$ cat src/rtl/hunter_lsu_pkg.sv
// Shared encodings for the Hunter_RV32 byte-serial load/store path:
// access sizes, sequencer states and the size-to-byte-count helper.
package hunter_lsu_pkg;

  localparam logic [1:0] SIZE_B = 2'b00;
  localparam logic [1:0] SIZE_H = 2'b01;
  localparam logic [1:0] SIZE_W = 2'b10;

  typedef enum logic [1:0] {
    IDLE = 2'b00,
    XFER = 2'b01,
    LAST = 2'b10,
    DONE = 2'b11
  } state_t;

  // Reserved size 11 falls through to the word count.
  function automatic logic [2:0] size_bytes(input logic [1:0] size);
    case (size)
      SIZE_B:  return 3'd1;
      SIZE_H:  return 3'd2;
      default: return 3'd4;
    endcase
  endfunction

  function automatic logic is_misaligned(input logic [1:0] size, input logic [1:0] addr_lo);
    case (size)
      SIZE_B:  return 1'b0;
      SIZE_H:  return addr_lo[0];
      SIZE_W:  return addr_lo != 2'b00;
      default: return 1'b1;
    endcase
  endfunction

endpackage

$ cat src/rtl/ld_extend.sv
// Combinational sign/zero extender for assembled load data
// (byte and half take their sign from bit 7 / bit 15, word passes through).
module ld_extend
  import hunter_lsu_pkg::*;
(
  input  logic [31:0] data_in,
  input  logic [1:0]  size,
  input  logic        zext,
  output logic [31:0] rdata
);

  always_comb begin
    rdata = data_in;
    case (size)
      SIZE_B:  rdata = {{24{~zext & data_in[7]}}, data_in[7:0]};
      SIZE_H:  rdata = {{16{~zext & data_in[15]}}, data_in[15:0]};
      default: rdata = data_in;
    endcase
  end

endmodule

$ cat src/rtl/mem_byte_seq.sv
// Byte-serial load/store sequencer between the core and the 8-bit data memory.
// Optional feature: define MISALIGN_TRAP_EN to trap misaligned/reserved accesses.
module mem_byte_seq
  import hunter_lsu_pkg::*;
#(
  parameter int AW = 32
) (
  input  logic          clk,
  input  logic          rst_n,
  input  logic          req_valid,
  output logic          req_ready,
  input  logic          req_we,
  input  logic [1:0]    req_size,
  input  logic          req_unsigned,
  input  logic [AW-1:0] req_addr,
  input  logic [31:0]   req_wdata,
  output logic [31:0]   st_data,
  output logic [1:0]    lane_sel,
  output logic          mem_en,
  output logic          mem_we,
  output logic [AW-1:0] mem_addr,
  input  logic [7:0]    mem_rdata,
  output logic          resp_valid,
  output logic [31:0]   resp_rdata,
  output logic          resp_err
);

  state_t        state_q, state_d;
  logic [1:0]    idx_q, idx_d;
  logic [1:0]    last_q;
  logic          we_q;
  logic [1:0]    size_q;
  logic          zext_q;
  logic [AW-1:0] addr_q;
  logic [31:0]   data_buf;
  logic          cap_en_q;
  logic [1:0]    cap_idx_q;
  logic [31:0]   ext_data;
  logic          accept;
`ifdef MISALIGN_TRAP_EN
  logic          err_q;
`endif

  assign accept = req_valid && (state_q == IDLE);

  // Next-state logic; idx walks 0..last_q while the byte accesses are issued.
  always_comb begin
    state_d = state_q;
    idx_d   = idx_q;
    case (state_q)
      IDLE: begin
        if (req_valid) begin
          idx_d   = 2'd0;
          state_d = XFER;
`ifdef MISALIGN_TRAP_EN
          if (is_misaligned(req_size, req_addr[1:0])) state_d = DONE;
`endif
        end
      end
      XFER: begin
        if (idx_q == last_q) state_d = we_q ? DONE : LAST;
        else                 idx_d   = idx_q + 2'd1;
      end
      LAST:    state_d = DONE;
      default: state_d = IDLE;
    endcase
  end

  // Memory-side and handshake outputs decode only from registered state.
  always_comb begin
    req_ready  = rst_n && (state_q == IDLE);
    mem_en     = (state_q == XFER);
    mem_we     = (state_q == XFER) && we_q;
    lane_sel   = (state_q == XFER) ? idx_q : 2'd0;
    mem_addr   = (state_q == XFER) ? addr_q + AW'(idx_q) : '0;
    resp_valid = (state_q == DONE);
    resp_rdata = (state_q == DONE && !we_q) ? ext_data : 32'd0;
`ifdef MISALIGN_TRAP_EN
    resp_err   = (state_q == DONE) && err_q;
    if (err_q) resp_rdata = 32'd0;
`else
    resp_err   = 1'b0;
`endif
  end

  // Read byte k lands one cycle after its access, overlapping access k+1 or LAST.
  always_ff @(posedge clk or negedge rst_n) begin
    if (!rst_n) begin
      state_q   <= IDLE;
      idx_q     <= 2'd0;
      last_q    <= 2'd0;
      we_q      <= 1'b0;
      size_q    <= 2'd0;
      zext_q    <= 1'b0;
      addr_q    <= '0;
      st_data   <= 32'd0;
      data_buf  <= 32'd0;
      cap_en_q  <= 1'b0;
      cap_idx_q <= 2'd0;
`ifdef MISALIGN_TRAP_EN
      err_q     <= 1'b0;
`endif
    end else begin
      state_q   <= state_d;
      idx_q     <= idx_d;
      cap_en_q  <= (state_q == XFER) && !we_q;
      cap_idx_q <= idx_q;
      if (accept) begin
        we_q     <= req_we;
        size_q   <= req_size;
        zext_q   <= req_unsigned;
        addr_q   <= req_addr;
        st_data  <= req_wdata;
        last_q   <= 2'(size_bytes(req_size) - 3'd1);
        data_buf <= 32'd0;
`ifdef MISALIGN_TRAP_EN
        err_q    <= is_misaligned(req_size, req_addr[1:0]);
`endif
      end else if (cap_en_q) begin
        data_buf[{cap_idx_q, 3'b000} +: 8] <= mem_rdata;
      end
    end
  end

  ld_extend u_ld_extend (
    .data_in (data_buf),
    .size    (size_q),
    .zext    (zext_q),
    .rdata   (ext_data)
  );

endmodule

$ cat config.mk
export PLATFORM = sky130hd
export DESIGN_NAME = mem_byte_seq
export DESIGN_NICKNAME = d
export VERILOG_FILES = /design/src/rtl/hunter_lsu_pkg.sv /design/src/rtl/ld_extend.sv /design/src/rtl/mem_byte_seq.sv
export SDC_FILE = /design/constraint.sdc
export NUM_CORES = 1
export LEC_CHECK = 0
export ABC_AREA = 1
export BUFFER_PORTS_ARGS = -buffer_cell sky130_fd_sc_hd__clkbuf_2
export CAP_MARGIN = 40
export CORE_ASPECT_RATIO = 0.5
export CORE_MARGIN = 5
export CORE_UTILIZATION = 35
export CTS_CLUSTER_DIAMETER = 80
export DETAILED_ROUTE_END_ITERATION = 8
export PLACE_DENSITY = 0.61
export SLEW_MARGIN = 20
export SYNTH_ARGS = -nofsm -noshare
export SYNTH_HDL_FRONTEND = slang
export SYNTH_SLANG_ARGS = --single-unit
$ cat constraint.sdc
create_clock -name clk -period 3.3 [get_ports clk]
set_input_delay 0.165 -clock clk [delete_from_list [all_inputs] [get_ports clk]]
set_output_delay 0.165 -clock clk [all_outputs]
set_load 0.02 [all_outputs]
; ---- Word-level counts from Yosys, hierarchy flattened
; Index checks and enable logic that the tools add are counted.
[op_classes]
addsub = 4
n_eq_ne = 9
shifts = 2
mux = 16
bitwise_logic = 3
reduce_logical = 13
[ops]
columns = op, count
row1 = two-way mux 32 bit, 4
row2 = one-hot mux 32 bit (2 select lines), 1
row3 = adder 32 x 2 -> 32 bit, 1
row4 = bitwise mux 32 bit, 1
row5 = "variable shift 8 x 7 -> 32 bit, first input constant", 1
row6 = variable part select 8 x 7 -> 32 bit, 1
row7 = two-way mux 2 bit, 6
row8 = one-hot mux 2 bit (2 select lines), 2
row9 = negator 5 -> 7 bit, 1
row10 = "equality test 2 x 1 -> 1 bit, second input constant", 3
row11 = logical NOT 2 bit, 3
row12 = one-hot mux 2 bit (3 select lines), 1
row13 = logical AND 1 bit, 5
row14 = "equality test 2 bit, second input constant", 2
row15 = "inequality test 2 bit, second input constant", 2
row16 = nonzero test 2 bit, 2
row17 = AND reduction 3 bit, 1
row18 = "adder 2 x 1 -> 2 bit, second input constant", 1
row19 = AND 1 bit, 2
row20 = equality test 2 bit, 1
row21 = "inequality test 2 x 1 -> 1 bit, second input constant", 1
row22 = AND reduction 2 bit, 1
row23 = "subtractor 2 x 1 -> 2 bit, second input constant", 1
row24 = logical NOT 1 bit, 1
row25 = 2 further kinds, 2
[totals]
regBits = 109
input_bits = 79
output_inout_bits = 103
elab_cells = 58

; ---- Longest topological paths before layout
[logic_depth]
word_depth = 5
ltp_mapped = 10
mapped_depth_nobuf = 10

; ---- Cells and area by module
; From an unflattened synthesis, not the netlist that was laid out.
[hier_totals]
hier_cells = 867
area_unflattened_um2 = 6135.9
[by_module_without_submodules]
columns = module, instances, cells_per_inst, area_each_um2, seq_area_each_um2
row1 = mem_byte_seq, 1, 796, 5731.7, 2727.6
row2 = ld_extend, 1, 71, 404.1, 0.0

; ---- Worst setup path before layout
; No wires, ideal clock.
[synth_timing]
path_kind = reg2out
startpoint = reg idx_q[0]
endpoint = out mem_addr[26]
arrival_time_ns = 1.797
required_ns = 3.135
slack_ns = 1.338
path_stages_with_launch = 10
path_buffers = 0
cell_sequence = dfrtp_1 > ha_1 > fa_1 > nand2_2 > nor2_4 > nand2_4 > nor2_4 > nand3_1 > nand2_1 > nor2_1
[synth_between]
elab_chain_cells = 2
[synth_lines]
columns = item, line_no
row1 = start: declaration, mem_byte_seq.sv:29  ; logic [1:0] idx_q, idx_d;
row2 = start signal: assignment, mem_byte_seq.sv:105  ; idx_q <= idx_d;
row3 = adder 32 x 2 -> 32 bit, mem_byte_seq.sv:75  ; mem_addr = (state_q == XFER) ? addr_q + AW'(idx_q) : '0;
row4 = two-way mux 32 bit, mem_byte_seq.sv:75
row5 = end: declaration, mem_byte_seq.sv:21  ; output logic [AW-1:0] mem_addr,
; Every way passes these cells.

; ---- Worst setup path in the final report
[layout_timing]
startpoint = reg state_q[1]
endpoint = out mem_addr[10]
[layout_between]
elab_chain_cells = 2
[layout_lines]
columns = item, line_no
row1 = start: declaration, mem_byte_seq.sv:28  ; state_t state_q, state_d;
row2 = start signal: assignment, mem_byte_seq.sv:104  ; state_q <= state_d;
row3 = equality test 2 x 1 -> 1 bit, mem_byte_seq.sv:75
row4 = two-way mux 32 bit, mem_byte_seq.sv:75
; Every way passes these cells.

==> summary.md <==
| Metric | Value |
|---|---|
| Syn Nets | 889 |
| Placeable Area | 16,400 um^2 |
| Sequential fraction of the synthesis area | 46.5% |
| Layout cell share with drive strength beyond 1 | 23.0% |
| Max Buffers Root-to-Sink | 2 |
| Yosys warnings | 0 |
| Hold Crit Class | input pin to flop |
| Root Driver | clkbuf_16 |
| Setup TNS | 0 ps |
| Clock-pin slew on the worst setup and hold paths | 70 ps |
| Avg Cell Area, Syn | 7.34 um^2 |
| Final nets | 1,092 |
| EDFF count, synth | 0 |
| Tmin final | 2600 ps |
| Die Wd | 193 um |
| Die area | 19,600 um^2 |
| DRT iter0 DRCs | 299 |
| Sink Count | 109 |
| DP Area | 6960 um^2 |
| Fillcell total | 1,672 |
| Fin crit share | 78.8% |
| Initial core utilization | 35.8% |
| PostCTS Resize Cnt | 0 |
| Global-route wire length before repair | 28,200 um |
| R2R Path Start | state_q[1] |
| Skew final | 8.36 ps |
| Max-cap violations | 0 |
| Yosys reg bits | 109 |
| DR vias/cell | 4.61 |
| Final setup vio count | 0 |
| Num CTS Buffers | 9 |
| Die Y | 102 um |
| FP Rows | 33 |
| Setup crit start | state_q[1] |
| CP endpoint kind | output port |
| GPL Wtd Cong | 0.915 |
| Clk_lat worst skew | 360 ps |
| Worst EP required | 3130 ps |
| Top cell family by delay on the critical path | buffers and inverters |
| Setup CP Type | flop to output port |
| Critical path peak fanout | 25 |
| Total power | 6.05 mW |
| Commonest non-fill, non-tap cells in the layout | nand2_1 (311), clkbuf_2 (179), dfrtp_1 (109), inv_1 (71), nor2_1 (70) |
| Synth top area cells | dfrtp_1 (47%), nand2_1 (20%), inv_1 (4.5%) |
| Total wire length | 17,000 um |
| Final hold violation count | 0 |
| Largest area contributor in the netlist | dfrtp_1 |
| Switching share of power | 45.3% |
| Relative slew slack | 56.3% |
| Setup repair bufs after CTS | 0 |
| Grt ovf | 0 |
| Critical Path Source Type | flop |
| Fin. max-slew vios | 0 |
| Ys flop type | dfrtp_1 |
| Final Cell Area | 7640 um^2 |
| H-tree depth | 3 |
| Final ANT Viol Nets | 0 |
| Leakage Power | 4.00 nW |
| Post-synthesis cell area | 5870 um^2 |
| Area delta synth->final | 30.2% |
| Fin cells | 1,234 |
| Antenna violations before repair | 0 |
| Clock power frac | 18.8% |
| Psw | 2.74 mW |
| CTS tree | yes |
| Placed wire-length estimate | 12,600 um |
| IO Port Bufs | 180 |
| Hold_sp | req_addr[13] |
| Largest net degree at the start of global routing | 82 |
| Status | finished clean |
| Async SR Flop Fraction | 100% |
| CP arrival | 2430 ps |
| CP Cell Sequence | inv_1 > ha_1 > buf_4 > clkinv_1 > a21oi_1 > o21a_1 > clkbuf_2 |
| Synth cell types | 35 |
| DR pass1 iterations | 4 |
| Antenna cells | 0 |
| WP buf/inv | 4 |
| Sequential Power Share | 38.1% |
| RSZ-0062 raised after global routing | no |
| Pint | 3.31 mW |
| Number of global-route vias before repair | 5,643 |
| Worst path slowest cell | clkinv_1 |
| Commonest non-fill, non-tap cell in the layout | nand2_1 |
| Total GRT Usage | 17.9% |
| Pwr dens | 792 nW/um^2 |
| Final worst slack | 700 ps |
| Cells after synthesis | 799 |
| Placed insts | 1,182 |
| Worst Tran Pin Value | 656 ps |
| Via count | 5,685 |
| Area share of the largest cell type after synthesis | 46.5% |
| Comb power frac | 43.1% |
| Achievable Freq | 385 MHz |
| Delay of the slowest cell on the worst path | 490 ps |
| Number of remaining DRC errors | 0 |
| Worst-case vdd ir drop | 0.421 mV |
| Hold Worst Slack | 13.3 ps |
| Post-layout util | 46.6% |
| Setup Slack @ Placement | 1080 ps |
| # IOs | 182 |
| Per-cell routed wire length | 13.8 um |
[worst paths after layout]
| check | cells past startpoint | to | slack [ps] |
|---|---|---|---|
| worst max register to register | 7 | size_q[1] | 1270 |
| worst min-delay path | 3 | addr_q[13] | 10 |
| max in group asynchronous | 3 | data_buf[20] | 1960 |
| worst min register to register | 2 | st_data[6] | 480 |
| min in group asynchronous | 2 | st_data[13] | 390 |
| worst max-delay path | 7 | mem_addr[10] | 700 |
[power by group through the flow]
stage          logic, mW  clock network, mW  registers [mW]
4_1_cts             2.65               1.17            2.30
2_1_floorplan       1.66                  0            2.37
6_report            2.60               1.13            2.31
3_3_place_gp        2.54                  0            2.31
5_1_grt             2.95               1.23            2.38
3_5_place_dp        2.61                  0            2.31
[synth_stat cells (all sizes together), types with 2 or more instances]
cell type and n:
nand2 319, dfrtp 109, nor2 86, inv 75
nand3 53, o21ai 40, a21oi 39, buf 20
ha 10, clkbuf 9, a211oi 8, a31oi 8
xnor2 7, clkinv 2, nor3 2, o2111ai 2
o21a 2, or2 2
[area by class of cell]
cell class                 count  area [um^2]  area share, %
inverter                      77          289           3.79
tap                          227          284           3.72
sequential                   109         2730           35.7
multi-input combinational    584         2710           35.5
timing repair buffer         221         1310           17.2
clock inverter                 4         55.1          0.721
clock buffer                  12          256           3.36
[per-layer routing]
metal,up-vias,share of wire (%),global-route usage (%)
met3,16,7.0,4.68
met5,-,0,0
met2,147,47,29.9
met1,2613,45,23.7
met4,0,1.2,4.24
li1,2909,-,-
[flip-flops by register name, summed over array words and instances (netlist names)]
signal,flops
addr_q,32
data_buf,32
st_data,32
cap_idx_q,2
idx_q,2
last_q,2
size_q,2
state_q,2
cap_en_q,1
we_q,1
zext_q,1
[cells by family after synthesis]
kind of cell | synth area share, %
buffers and inverters | 7.34
and+or+nand+nor | 33.0
adders and majority gates | 2.47
other | 0.0639
AOI/OAI and AO/OA | 9.43
DFF | 46.5
xor gates and xnor gates | 1.19
[tightest hold or removal path, delay by kind of cell]
family,cells,cell delay [ps]
and+or+nand+nor,2,90
buffers and inverters,1,80
[timing repair]
| action | CTS | global route |
|---|---|---|
| hold buffers | 36 | 0 |
| setup endpoints to repair | 0 | 0 |
| endpoints found under the hold margin | 80 | 0 |
Note: power is estimated with default switching activity, not from simulation.
